**src/rtl/ss_stream_fifo.sv**
```systemverilog
// Valid/ready stream FIFO, first-word fall-through, registered in_ready.
// Define SS_FIFO_LEVEL_EN to add the level and almost_full outputs.
module ss_stream_fifo #(
   parameter int DATA_WIDTH   = 32,
   parameter int DEPTH        = 16,
   parameter int AFULL_THRESH = 12
) (
   input  logic                    clk,
   input  logic                    rst_n,
   input  logic                    in_valid,
   output logic                    in_ready,
   input  logic [DATA_WIDTH-1:0]   in_data,
   input  logic                    in_last,
   output logic                    out_valid,
   input  logic                    out_ready,
   output logic [DATA_WIDTH-1:0]   out_data,
   output logic                    out_last
`ifdef SS_FIFO_LEVEL_EN
   ,
   output logic [$clog2(DEPTH):0]  level,
   output logic                    almost_full
`endif
);

   localparam int AW = $clog2(DEPTH);
   localparam int PW = AW + 1;

   if (DEPTH < 2 || (DEPTH & (DEPTH - 1)) != 0 ||
       AFULL_THRESH < 1 || AFULL_THRESH > DEPTH) begin : g_bad_cfg
      $error("ss_stream_fifo: invalid DEPTH/AFULL_THRESH");
   end

   logic [DATA_WIDTH:0] mem_q [DEPTH];
   logic [PW-1:0]       wr_ptr_q, wr_ptr_d;
   logic [PW-1:0]       rd_ptr_q, rd_ptr_d;
   logic                in_ready_q, in_ready_d;
   logic                push, pop;
   logic                empty, full_d;

   assign empty     = (wr_ptr_q == rd_ptr_q);
   assign out_valid = !empty;
   assign in_ready  = in_ready_q;
   assign push      = in_valid & in_ready_q;
   assign pop       = out_valid & out_ready;

   // Head is always read from storage; no bypass from in_data.
   assign out_data = mem_q[rd_ptr_q[AW-1:0]][DATA_WIDTH-1:0];
   assign out_last = mem_q[rd_ptr_q[AW-1:0]][DATA_WIDTH];

   // Next pointers and next in_ready from the post-edge occupancy.
   always_comb begin
      wr_ptr_d   = wr_ptr_q;
      rd_ptr_d   = rd_ptr_q;
      if (push) wr_ptr_d = wr_ptr_q + PW'(1);
      if (pop)  rd_ptr_d = rd_ptr_q + PW'(1);
      full_d     = (wr_ptr_d[AW-1:0] == rd_ptr_d[AW-1:0]) &&
                   (wr_ptr_d[AW] != rd_ptr_d[AW]);
      in_ready_d = !full_d;
   end

   // Pointer and in_ready state; everything discarded on reset.
   always_ff @(posedge clk or negedge rst_n) begin
      if (!rst_n) begin
         wr_ptr_q   <= '0;
         rd_ptr_q   <= '0;
         in_ready_q <= 1'b0;
      end else begin
         wr_ptr_q   <= wr_ptr_d;
         rd_ptr_q   <= rd_ptr_d;
         in_ready_q <= in_ready_d;
      end
   end

   // Storage write; contents are intentionally not reset.
   always_ff @(posedge clk) begin
      if (push) mem_q[wr_ptr_q[AW-1:0]] <= {in_last, in_data};
   end

`ifdef SS_FIFO_LEVEL_EN
   logic [PW-1:0] level_q, level_d;
   logic          afull_q, afull_d;

   // Occupancy and threshold flag for the post-edge state.
   always_comb begin
      level_d = wr_ptr_d - rd_ptr_d;
      afull_d = (level_d >= PW'(AFULL_THRESH));
   end

   // Registered level outputs, aligned with the pointers.
   always_ff @(posedge clk or negedge rst_n) begin
      if (!rst_n) begin
         level_q <= '0;
         afull_q <= 1'b0;
      end else begin
         level_q <= level_d;
         afull_q <= afull_d;
      end
   end

   assign level       = level_q;
   assign almost_full = afull_q;
`endif

endmodule

```
**config.mk**
```make
export PLATFORM = sky130hd
export DESIGN_NAME = ss_stream_fifo
export DESIGN_NICKNAME = d
export VERILOG_FILES = /design/src/rtl/ss_stream_fifo.sv
export SDC_FILE = /design/constraint.sdc
export NUM_CORES = 1
export LEC_CHECK = 0
export BUFFER_PORTS_ARGS = -buffer_cell sky130_fd_sc_hd__buf_2
export CAP_MARGIN = 20
export CELL_PAD_IN_SITES_DETAIL_PLACEMENT = 1
export CELL_PAD_IN_SITES_GLOBAL_PLACEMENT = 1
export CORE_ASPECT_RATIO = 1.25
export CORE_UTILIZATION = 55
export DETAILED_ROUTE_END_ITERATION = 10
export PLACE_DENSITY_LB_ADDON = 0.1
export SLEW_MARGIN = 10
export SYNTH_ARGS = -nofsm -noshare
export SYNTH_HDL_FRONTEND = slang
export SYNTH_SLANG_ARGS = --single-unit
```
**constraint.sdc**
```tcl
create_clock -name clk -period 4.7 [get_ports clk]
set_input_delay 0.705 -clock clk [delete_from_list [all_inputs] [get_ports clk]]
set_output_delay 0.705 -clock clk [all_outputs]
set_load 0.05 [all_outputs]
```
# ---- Word level (Yosys, flattened, before mapping)
# Memories as Yosys holds them, arrays and structs flattened.
# Cells that the tools add are included.
dict set report word_totals {
  regBits 11
  latch_bits 0
  mem_bits_rw 528
  romBits 0
  input_bits 37
  out_inout_bits 35
  mem_count 1
}
dict set report op_classes {
  n_addsub 2
  multipliers 0
  div_mod_pow 0
  magnitude_cmp 0
  n_eq_ne 3
  shifts 0
  n_mux 4
  n_bitwise 2
  n_reduce_logical 3
}
# memory depth width rd rd_ports_with_merged_regs write_ports line
set memory_table {}
lappend memory_table {mem_q 16 33 1 0 1 33} ;# logic [DATA_WIDTH:0] mem_q [DEPTH];
# cell count
set op_table {}
lappend op_table {{$add A5 B1 Y5 const B} 2}
lappend op_table {{$mux W5} 2}
lappend op_table {{$eq A5 B5 Y1} 1}
lappend op_table {{$eq A4 B4 Y1} 1}
lappend op_table {{$and A1 B1 Y1} 2}
lappend op_table {{$logic_not A1 Y1} 2}
lappend op_table {{$mux W1} 2}
lappend op_table {{$logic_and A1 B1 Y1} 1}
lappend op_table {{$ne A1 B1 Y1} 1}

# ---- Longest topological paths before layout
# Gate-level depths: netlist of run 1.
dict set report depth {
  word_depth 7
  mapped_depth 7
}

# ---- Worst setup path after synthesis of run 1
# OpenSTA, ideal clock, no wires.
dict set report synth_path {
  kind {flip-flop to flip-flop}
  startpoint {register in_ready_q (netlist: in_ready)}
  endpoint {memory mem_q[0][0] in the netlist's numbering (enable)}
  setup_time_ps 464
  arrival_ps 3504
  t_required_ps 4236
  setup_slack_ps 731
  stages_incl_launch_ff 5
  synth_period_minus_slack_ps 3969
  cell_sequence {dfrtp_1 and2_1 clkbuf_1 nand2_1 nor3_1}
}
dict set report synth_via {
  elab_chain_cells 3
}
# element line
set synth_lines {}
lappend synth_lines {{from (decl)} 36} ;# logic in_ready_q, in_ready_d;
lappend synth_lines {{from (signal assigned)} 70} ;# in_ready_q <= in_ready_d;
lappend synth_lines {{$and A1 B1 Y1} 43} ;# assign push = in_valid & in_ready_q;
lappend synth_lines {{$mux W1} 76} ;# if (push) mem_q[wr_ptr_q[AW-1:0]] <= {in_last, in_data};
lappend synth_lines {{$mux W1 (not written as such)} 76}
lappend synth_lines {{to (decl)} 33}
# Every way passes these cells.

# ---- Final worst setup path of run 1
dict set report layout_path {
  startpoint {register rd_ptr_q[1]}
  endpoint {output out_data[21]}
}
dict set report layout_via {
  elab_chain_cells 1
}
# element line
set layout_lines {}
lappend layout_lines {{from (decl)} 35} ;# logic [PW-1:0] rd_ptr_q, rd_ptr_d;
lappend layout_lines {{from (signal assigned)} 69} ;# rd_ptr_q <= rd_ptr_d;
lappend layout_lines {{$mem_v2 Z16 W33} --}
lappend layout_lines {{to (decl)} 16} ;# output logic [DATA_WIDTH-1:0] out_data,
# Every way passes these cells.

==> impl_results.md, run 1 <==
- Fillers: 2,875
- Worst slew pin tran: 1.05 ns
- Synth Net Count: 857
- DRT iter0 DRCs: 748
- Flop pwr share: 0.415
- Largest net degree at the start of global routing: 48
- Synth Area in XOR/XNOR: 0.00864
- Reg area: 16,100 um^2
- CTS root buf: clkbuf_16
- Buffer count from post-CTS setup fixing: 0
- Worst hold path type: in -> reg
- Worst clock skew: 0.0155 ns
- CP required: 3.99 ns
- 1st-pass router iterations: 5
- F_max: 260 MHz
- Clk Latency, worst-skew pair: 0.57 ns
- R2r setup slk: 1.43 ns
- Int Power: 10.1 mW
- H-tree Lvls: 2
- Switching share of power: 0.332
- Synthesized area per cell: 25.2 um^2
- First-pass GRT wire length: 65,900 um
- Multi-input logic area: 4330 um^2
- Power per cell area: 647 nW/um^2
- Max-slew headroom: 0.300
- Row cnt: 78
- Post-CTS sizing: 0
- DR vias: 9,034
- Chip Width: 175 um
- Average wire per standard cell: 31.1 um
- Post-route minimum period: 3.85 ns
- Count leader, synth: edfxtp_1
- Die Y: 218 um
- Max VDD drop: 0.509 mV
- Share of layout cells above drive strength 1: 0.373
- Area growth from synthesis to layout: 13.5%
- Vias in the first global route: 10,100
- Clock buffer depth: 3
- Core Area: 36,600 um^2
- Synth top area cells: edfxtp_1 (77%), mux4_2 (18%), dfrtp_1 (1.3%)
- Leakage: 7.41 nW
- Sw Pwr: 5.02 mW
- Post-detail-place hpwl: 24,400 um
- Final setup TNS: 0 ns
- YS warnings: 0
- Post-synth design cell area: 20,600 um^2
- Initial antenna violation count: 2
- Hold Fails Final Rpt: 0
- Sequential cell area fraction in the yosys report: 0.785
- CTS clk-pin slew, worst paths: 0.06 ns
- # setup viols final: 0
- Placer Congestion: 0.785
- Post-synth EDFFs: 528
- Max FO, Critical Path: 47
- Clock buffer count from CTS: 52
- RSZ-0062 raised after global routing: false
- # clock sinks: 539
- Mux contribution to synthesized area: 0.182
- Critical path arrival: 3.14 ns
- Max cap viols: 0
- Slew Limit Fails: 0
- Fin nets: 971
- Share of the synthesized area in the top cell type: 0.771
- Final Util: 0.638
- Post-synthesis adder-cell area fraction: 0.00304
- Post-route ant nets: 0
- Initial Utilization: 0.562
- Ys async rst share: 0.0204
- Post-synthesis cell count: 815
- Final Power: 15.1 mW
- Status: finished, final reports clean
- GR Overflow Total: 0
- Nature of the critical path endpoint: output pin
- Simple-gate area share of the yosys netlist: 0.00882
- DRC: 0
- Compound-cell area share of the yosys netlist: 0.00292
- CTS tree: built
- Die Area: 38,200 um^2
- Cell Area, Placed: 21,700 um^2
- Clock Power Share: 0.259
- Post-place setup slack: 1.41 ns
- Final WS setup: 0.854 ns
- # port buffers: 71
- Leading area contributor after synthesis: edfxtp_1
- Setup crit start kind: flop
- CTS Hold Bufs: 1
- Fin crit share: 0.818
- Total track usage: 0.247
- Critical path class: reg -> out
- Yosys cell types: 34
- Via-per-instance ratio: 6.25
- Top cells by instance count after synthesis: edfxtp_1 (528), mux4_2 (162), clkbuf_1 (17)
- Num ports: 72
- Largest family of logic cells by synthesized area: multiplexers
- Comb pwr share: 0.327
- Flop and latch count out of synthesis: 539
- Most used DFF post-synth: edfxtp_1
- Final Cell Area: 23,300 um^2
- Final wirelength: 45,000 um
- Diode count: 0
## cell families after synthesis
| group | Yosys count |
|---|---|
| AOI/OAI and AO/OA | 8 |
| xor gates and xnor gates | 17 |
| adders and majority gates | 5 |
| buffers and inverters | 45 |
| DFF | 539 |
| muxes | 166 |
| and+or+nand+nor | 35 |
## path summary, 6_finish.rpt
path | start | endpoint | cells after the start
max reg2reg | rd_ptr_q[1] | in_ready | 7
max | rd_ptr_q[1] | out_data[21] | 4
min | in_data[6] | mem_q[6][6] | 1
max in group asynchronous | rst_n | rd_ptr_q[1] | 2
min reg2reg | rd_ptr_q[4] | rd_ptr_q[4] | 1
min in group asynchronous | rst_n | in_ready | 2
## registers in the layout, summed over array words and instances (netlist names)
| name | count |
|---|---|
| rd_ptr_q | 5 |
| wr_ptr_q | 5 |
| in_ready | 1 |
| mem_q | 528 |
## per-stage QoR
step                cells  hold WS [ns]
floorplan             815         0.409
global placement     1353         0.502
detailed placement   1354         0.514
CTS                  1445         0.475
global route         1445         0.491
finish               1445         0.502
## routing by layer
layer  share of wire  GRT usage  up-vias
li1                -          -     3746
met1            0.40      0.322     4909
met3           0.055     0.0421       73
met4           0.023     0.0757        4
met2            0.52      0.428      302
met5         0.00058          0        -
## worst max-delay path, stage by stage, from the launching register on
cell and delay, ns:
dfrtp_4 0.90, buf_4 0.49, mux4_2 0.38, mux4_2 0.51
buf_2 0.23
## placed cells by master, fill, tap and decap left out, types with 7 or more instances in the layout
master	count
nor2_4	12
buf_2	71
buf_4	22
clkbuf_1	15
clkbuf_16	53
edfxtp_1	528
nand2_1	7
dfrtp_1	7
mux4_2	162
clkinv_2	9
xnor2_1	8
## final cells by class
class	instances	area share
inverter	4	0.000643
multi-input combinational	231	0.186
tap	480	0.0257
timing repair buffer	101	0.0285
clock buffer	72	0.0616
clock inverter	18	0.00622
sequential	539	0.692
## power by group through the flow
stage,Combinational (mW),Sequential (mW),Clock [mW]
6_report,4.93,6.26,3.91
3_5_place_dp,4.98,6.37,0
4_1_cts,5.02,6.27,3.99
2_1_floorplan,3.98,6.03,0
3_3_place_gp,4.90,6.32,0
5_1_grt,5.20,6.32,4.14
No activity file was read; power rests on OpenSTA's default activity.
==> inputs of run 2 (changes only) <==
==> constraint.sdc (replaced) <==
create_clock -name clk -period 3.9 [get_ports clk]
set_input_delay 0.585 -clock clk [delete_from_list [all_inputs] [get_ports clk]]
set_output_delay 0.585 -clock clk [all_outputs]
set_load 0.05 [all_outputs]
==> impl_results.md, run 2 (synthesis results as in run 1) <==
- # clock sinks: 539 (unchanged)
- Core Area: 36,600 um^2 (unchanged)
- Setup crit start kind: flop
- RR Endpoint: in_ready
- Cell Area, Placed: 21,800 um^2 (+0.24%)
- Clock buffer count from CTS: 52 (unchanged)
- Initial antenna violation count: 3 (+1)
- CTS tree: built
- CP most frequent cell: mux4_2
- H-tree Lvls: 2 (unchanged)
- Max cap viols: 0 (unchanged)
- CP Launch Point: rd_ptr_q[0]
- Post-route ant nets: 0 (unchanged)
- GR Overflow Total: 0 (unchanged)
- Worst hold path type: in -> reg
- Average wire per standard cell: 31.3 um (+0.43%)
- Max VDD drop: 0.663 mV (+30%)
- Num ports: 72 (unchanged)
- DRT iter0 DRCs: 952 (+27%)
- Worst setup endpoint: out_data[24]
- Max-slew headroom: 0.489 (+0.189)
- Total track usage: 0.249 (+0.00202)
- Placer Congestion: 0.736 (-6.2%)
- Chip Width: 175 um (unchanged)
- Die Area: 38,200 um^2 (unchanged)
- Leakage: 7.42 nW (+0.14%)
- First-pass GRT wire length: 66,700 um (+1.2%)
- Post-route minimum period: 3.69 ns
- Most frequent cells in the layout: edfxtp_1 (528), mux4_2 (162), buf_2 (71), clkbuf_16 (53), buf_4 (23)
- F_max: 271 MHz
- Fin crit share: 0.947
- CP required: 3.31 ns (-0.68 ns)
- Worst flop-to-flop path startpoint: rd_ptr_q[1]
- Clk Latency, worst-skew pair: 0.56 ns (about the same)
- Worst slew pin tran: 0.767 ns (-0.281 ns)
- Fin nets: 974 (+0.31%)
- Area growth from synthesis to layout: 13.7%
- Die Y: 218 um (unchanged)
- Final Power: 18.2 mW (+21%)
- CTS clk-pin slew, worst paths: 0.06 ns (about the same)
- Largest net degree at the start of global routing: 53 (+10%)
- Final Util: 0.639 (+0.00127)
- Hold Fails Final Rpt: 0 (unchanged)
- Final Cell Area: 23,400 um^2 (+0.20%)
- Row cnt: 78 (unchanged)
- Worst path max stage delay: 0.79 ns (-0.11 ns)
- 1st-pass router iterations: 5 (unchanged)
- Max FO, Critical Path: 27 (-43%)
- DR vias: 9,221 (+2.1%)
- # port buffers: 71 (unchanged)
- Critical path arrival: 3.11 ns (-0.03 ns)
- Final setup TNS: 0 ns (unchanged)
- Nature of the critical path endpoint: output pin
- Slew Limit Fails: 0 (unchanged)
- Post-detail-place hpwl: 23,900 um (-1.8%)
- Status: finished, final reports clean
- Share of layout cells above drive strength 1: 0.365 (-0.00783)
- CP max stage cell: dfrtp_4
- Commonest non-fill, non-tap cell in the layout: edfxtp_1
- # setup viols final: 0 (unchanged)
- Worst clock skew: 0.0139 ns (-0.00161 ns)
- Cell Chain, Critical Path: buf_4 > mux4_2 > mux4_2 > buf_2
- RSZ-0062 raised after global routing: false
- DRC: 0 (unchanged)
- CTS root buf: clkbuf_16
- Critical path class: reg -> out
- Reg2reg path depth: 7 (unchanged)
- Via-per-instance ratio: 6.35 (+1.5%)
- Max FFs per register: 528 (unchanged)
- Final wirelength: 45,400 um (+0.99%)
- Power per cell area: 780 nW/um^2 (+20%)
- R2r setup slk: 1.09 ns (-0.34 ns)
- Vias in the first global route: 10,000 (-0.17%)
- Clock buffer depth: 3 (unchanged)
- Initial Utilization: 0.562 (unchanged)
## run 2: changes by cell type in the layout (fill, tap and decap cells not counted)
cell / before / now
buf_4: 22 / 23
inv_8: 0 / 1
clkinv_1: 4 / 13
clkbuf_8: 4 / 0
buf_12: 6 / 9
bufinv_16: 2 / 3
clkinv_2: 9 / 6
clkinvlp_4: 1 / 0
buf_8: 1 / 0
diode_2: 0 / 1
inv_6: 2 / 0
clkbuf_1: 15 / 18
## run 2: how the worst min path moves through the flow
stage	from	end	slack [ns]	cells after the start
floorplan	rst_n	in_ready	0.29	0
global placement	rst_n	in_ready	0.47	1
detailed placement	rst_n	in_ready	0.48	1
CTS	in_data[1]	mem_q[0][1]	0.37	1
global route	in_data[1]	mem_q[8][1]	0.38	1
finish	in_data[1]	mem_q[0][1]	0.38	1
## run 2: repair_timing
action,CTS,global route
setup buffers,0,0
hold buffers,1,0
endpoints found under the hold margin,11,0
gates resized for setup,0,0
## run 2: final cells by class
cell class	instances	area (um^2)
diodes	1	2.50
clock buffers	71	1390
clock inverters	23	180
fillers	2875	13200
inverters	4	15.0
multi-input cells	231	4330
flip-flops and latches	539	16100
well taps	480	601
repair buffers	104	718
## run 2: worst max-delay path: cells and delay by family, from the launching register on
| family | cells | cell delay [ns] |
|---|---|---|
| flip-flops | 1 | 0.79 |
| multiplexers | 2 | 1.07 |
| buffers and inverters | 2 | 0.66 |
## run 2: stage by stage
| stage | std cells | setup slack [ns] | hold WS, ns |
|---|---|---|---|
| floorplan | 815 | -0.0673 | 0.289 |
| global placement | 1357 | 0.809 | 0.469 |
| detailed placement | 1357 | 0.752 | 0.479 |
| CTS | 1452 | 0.145 | 0.368 |
| global route | 1453 | 0.0353 | 0.376 |
| finish | 1453 | 0.207 | 0.385 |
## run 2: where the power goes
part / leakage [nW] / total, mW / internal, mW / switching [mW]
sequential: 4.89 / 7.43 / 7.02 / 0.410
combinational: 1.76 / 6.11 / 2.47 / 3.64
clock: 0.767 / 4.70 / 2.69 / 2.01
total: 7.42 / 18.2 / 12.2 / 6.06
## run 2: metal layers
layer | wire [um] | track usage | vias up
met1 | 18000 | 0.338 | 5077
met5 | 0 | 0 | -
met2 | 23900 | 0.425 | 329
met4 | 879 | 0.0638 | 0
li1 | - | - | 3751
met3 | 2660 | 0.0404 | 64
==> inputs of run 3 (changes only) <==
--- a/config.mk
+++ b/config.mk
@@ -9,7 +9,6 @@
 export CAP_MARGIN = 20
 export CELL_PAD_IN_SITES_DETAIL_PLACEMENT = 1
 export CELL_PAD_IN_SITES_GLOBAL_PLACEMENT = 1
-export CORE_ASPECT_RATIO = 1.25
 export CORE_UTILIZATION = 55
 export DETAILED_ROUTE_END_ITERATION = 10
 export PLACE_DENSITY_LB_ADDON = 0.1
==> impl_results.md, run 3 (synthesis results as in run 1) <==
- Hold Slack: 0.369 ns (-0.0160 ns)
- Clock buffer count from CTS: 54 (+3.8%)
- Critical path arrival: 3.14 ns (+0.03 ns)
- Worst slew pin tran: 0.780 ns (+0.0132 ns)
- Average wire per standard cell: 30.2 um (-3.5%)
- Max FO, Critical Path: 49 (+81%)
- Worst flop-to-flop path startpoint: rd_ptr_q[1]
- Commonest non-fill, non-tap cell in the layout: edfxtp_1
- Finished Layout Cells: 1,445 (-0.55%)
- Max VDD drop: 0.487 mV (-27%)
- DRC: 0 (unchanged)
- Initial Utilization: 0.560 (-0.00153)
- Fin nets: 977 (+0.31%)
- CTS tree: built
- Via-per-instance ratio: 6.25 (-1.6%)
- Final WS setup: 0.171 ns (-0.0356 ns)
- Die Area: 38,200 um^2 (about the same)
- Post-detail-place hpwl: 23,000 um (-3.9%)
- F_max: 268 MHz (-0.96%)
- Final wirelength: 43,600 um (-4.0%)
- Largest net degree at the start of global routing: 50 (-5.7%)
- Most frequent cells in the layout: edfxtp_1 (528), mux4_2 (162), buf_2 (71), clkbuf_16 (55), buf_4 (26)
- Worst hold path type: in -> reg
- CP most frequent cell: mux4_2
- Core Area: 36,700 um^2 (+0.27%)
- Hold Fails Final Rpt: 0 (unchanged)
- Setup crit start kind: flop
- DR vias: 9,026 (-2.1%)
- Die Y: 195 um (-10%)
- Max-slew headroom: 0.479 (-0.0100)
- Worst setup endpoint: out_data[18]
- Clk Latency, worst-skew pair: 0.59 ns (+0.03 ns)
- Cell Chain, Critical Path: buf_4 > mux4_2 > mux4_2 > buf_2
- # port buffers: 71 (unchanged)
- Slew Limit Fails: 0 (unchanged)
- Area growth from synthesis to layout: 13.6% (about the same)
- Nature of the critical path endpoint: output pin
- Vias in the first global route: 10,000 (-0.17%)
- Total track usage: 0.238 (-0.0107)
- # setup viols final: 0 (unchanged)
- Power per cell area: 781 nW/um^2 (+0.14%)
- Status: finished, final reports clean
- Row cnt: 70 (-10%)
- DRT iter0 DRCs: 753 (-21%)
- Num ports: 72 (unchanged)
- CP Launch Point: rd_ptr_q[1]
- Reg2reg path depth: 6 (-1)
- Share of layout cells above drive strength 1: 0.371 (+0.00606)
- CTS clk-pin slew, worst paths: 0.06 ns (about the same)
- Chip Width: 195 um (+12%)
- RSZ-0062 raised after global routing: false
- Post-route minimum period: 3.73 ns (+0.0356 ns)
- CP required: 3.31 ns (about the same)
- Max cap viols: 0 (unchanged)
- CP max stage cell: dfrtp_4
- Leakage: 7.43 nW (+0.10%)
- Hold Startpoint: in_data[29]
- RR Endpoint: in_ready
- Placer Congestion: 0.734 (-0.27%)
- Post-place setup slack: 0.684 ns (-0.0676 ns)
- Dpl cells: 1,345 (-0.88%)
- H-tree Lvls: 2 (unchanged)
- Clock buffer depth: 3 (unchanged)
- Worst path max stage delay: 0.95 ns (+0.16 ns)
- 1st-pass router iterations: 5 (unchanged)
- # clock sinks: 539 (unchanged)
- Fin crit share: 0.956 (+0.00913)
- Initial antenna violation count: 2 (-1)
- Max FFs per register: 528 (unchanged)
- GR Overflow Total: 0 (unchanged)
- Post-CTS sizing: 0 (unchanged)
- Critical path class: reg -> out
- Post-route ant nets: 0 (unchanged)
- Worst clock skew: 0.0140 ns (+0.0000738 ns)
- First-pass GRT wire length: 64,400 um (-3.5%)
- R2r setup slk: 1.13 ns (+0.04 ns)
- CTS root buf: clkbuf_16
## run 3: cell type report
cell class                 count  area [um^2]
inverter                       4         15.0
fill                        2870        13300
sequential                   539        16100
multi-input combinational    231         4330
clock buffer                  71         1440
antenna                        2         5.00
clock inverter                25          149
timing repair buffer         105          701
tap                          468          586
## run 3: per-layer routing
metal  share of wire  GRT usage  vias up
li1                -          -     3772
met3           0.053     0.0413       56
met4           0.017     0.0656        2
met1            0.42      0.330     4947
met5         0.00030          0        -
met2            0.51      0.397      249
## run 3: worst max-delay path, delay by kind of cell, from the launching register on
family	cells	cell delay, ns
buffers and inverters	2	0.71
multiplexers	2	0.89
flip-flops	1	0.95
## run 3: where the power goes
group          internal (mW)  leakage, nW  switching (mW)
registers               7.02         4.89           0.468
logic                   2.50         1.76            3.56
clock network           2.64        0.772            2.06
total                   12.2         7.43            6.09
## run 3: worst min path at each step
stage	end	slack (ns)	depth (start not counted)
after CTS	mem_q[14][27]	0.34	1
after detailed placement	wr_ptr_q[3]	0.47	1
after global routing	mem_q[5][18]	0.36	1
after global placement	in_ready	0.47	1
final	mem_q[12][29]	0.37	1
after floorplan	in_ready	0.29	0
## run 3: timing repair
action / 4_1_cts / 5_1_grt
endpoints found under the setup margin: 0 / 7
setup buffers: 0 / 1
hold buffers: 1 / 0
hold endpoints to repair: 11 / 0
## run 3: metrics by stage
step	setup TNS, ns	power [mW]	util	cell area, um^2
5_1_grt	0	18.9	0.637	23400
2_1_floorplan	-4.44	12.1	-	20600
6_report	0	18.2	0.637	23400
4_1_cts	0	18.4	0.636	23300
3_5_place_dp	0	13.7	0.593	21700
3_3_place_gp	0	13.5	0.593	21700
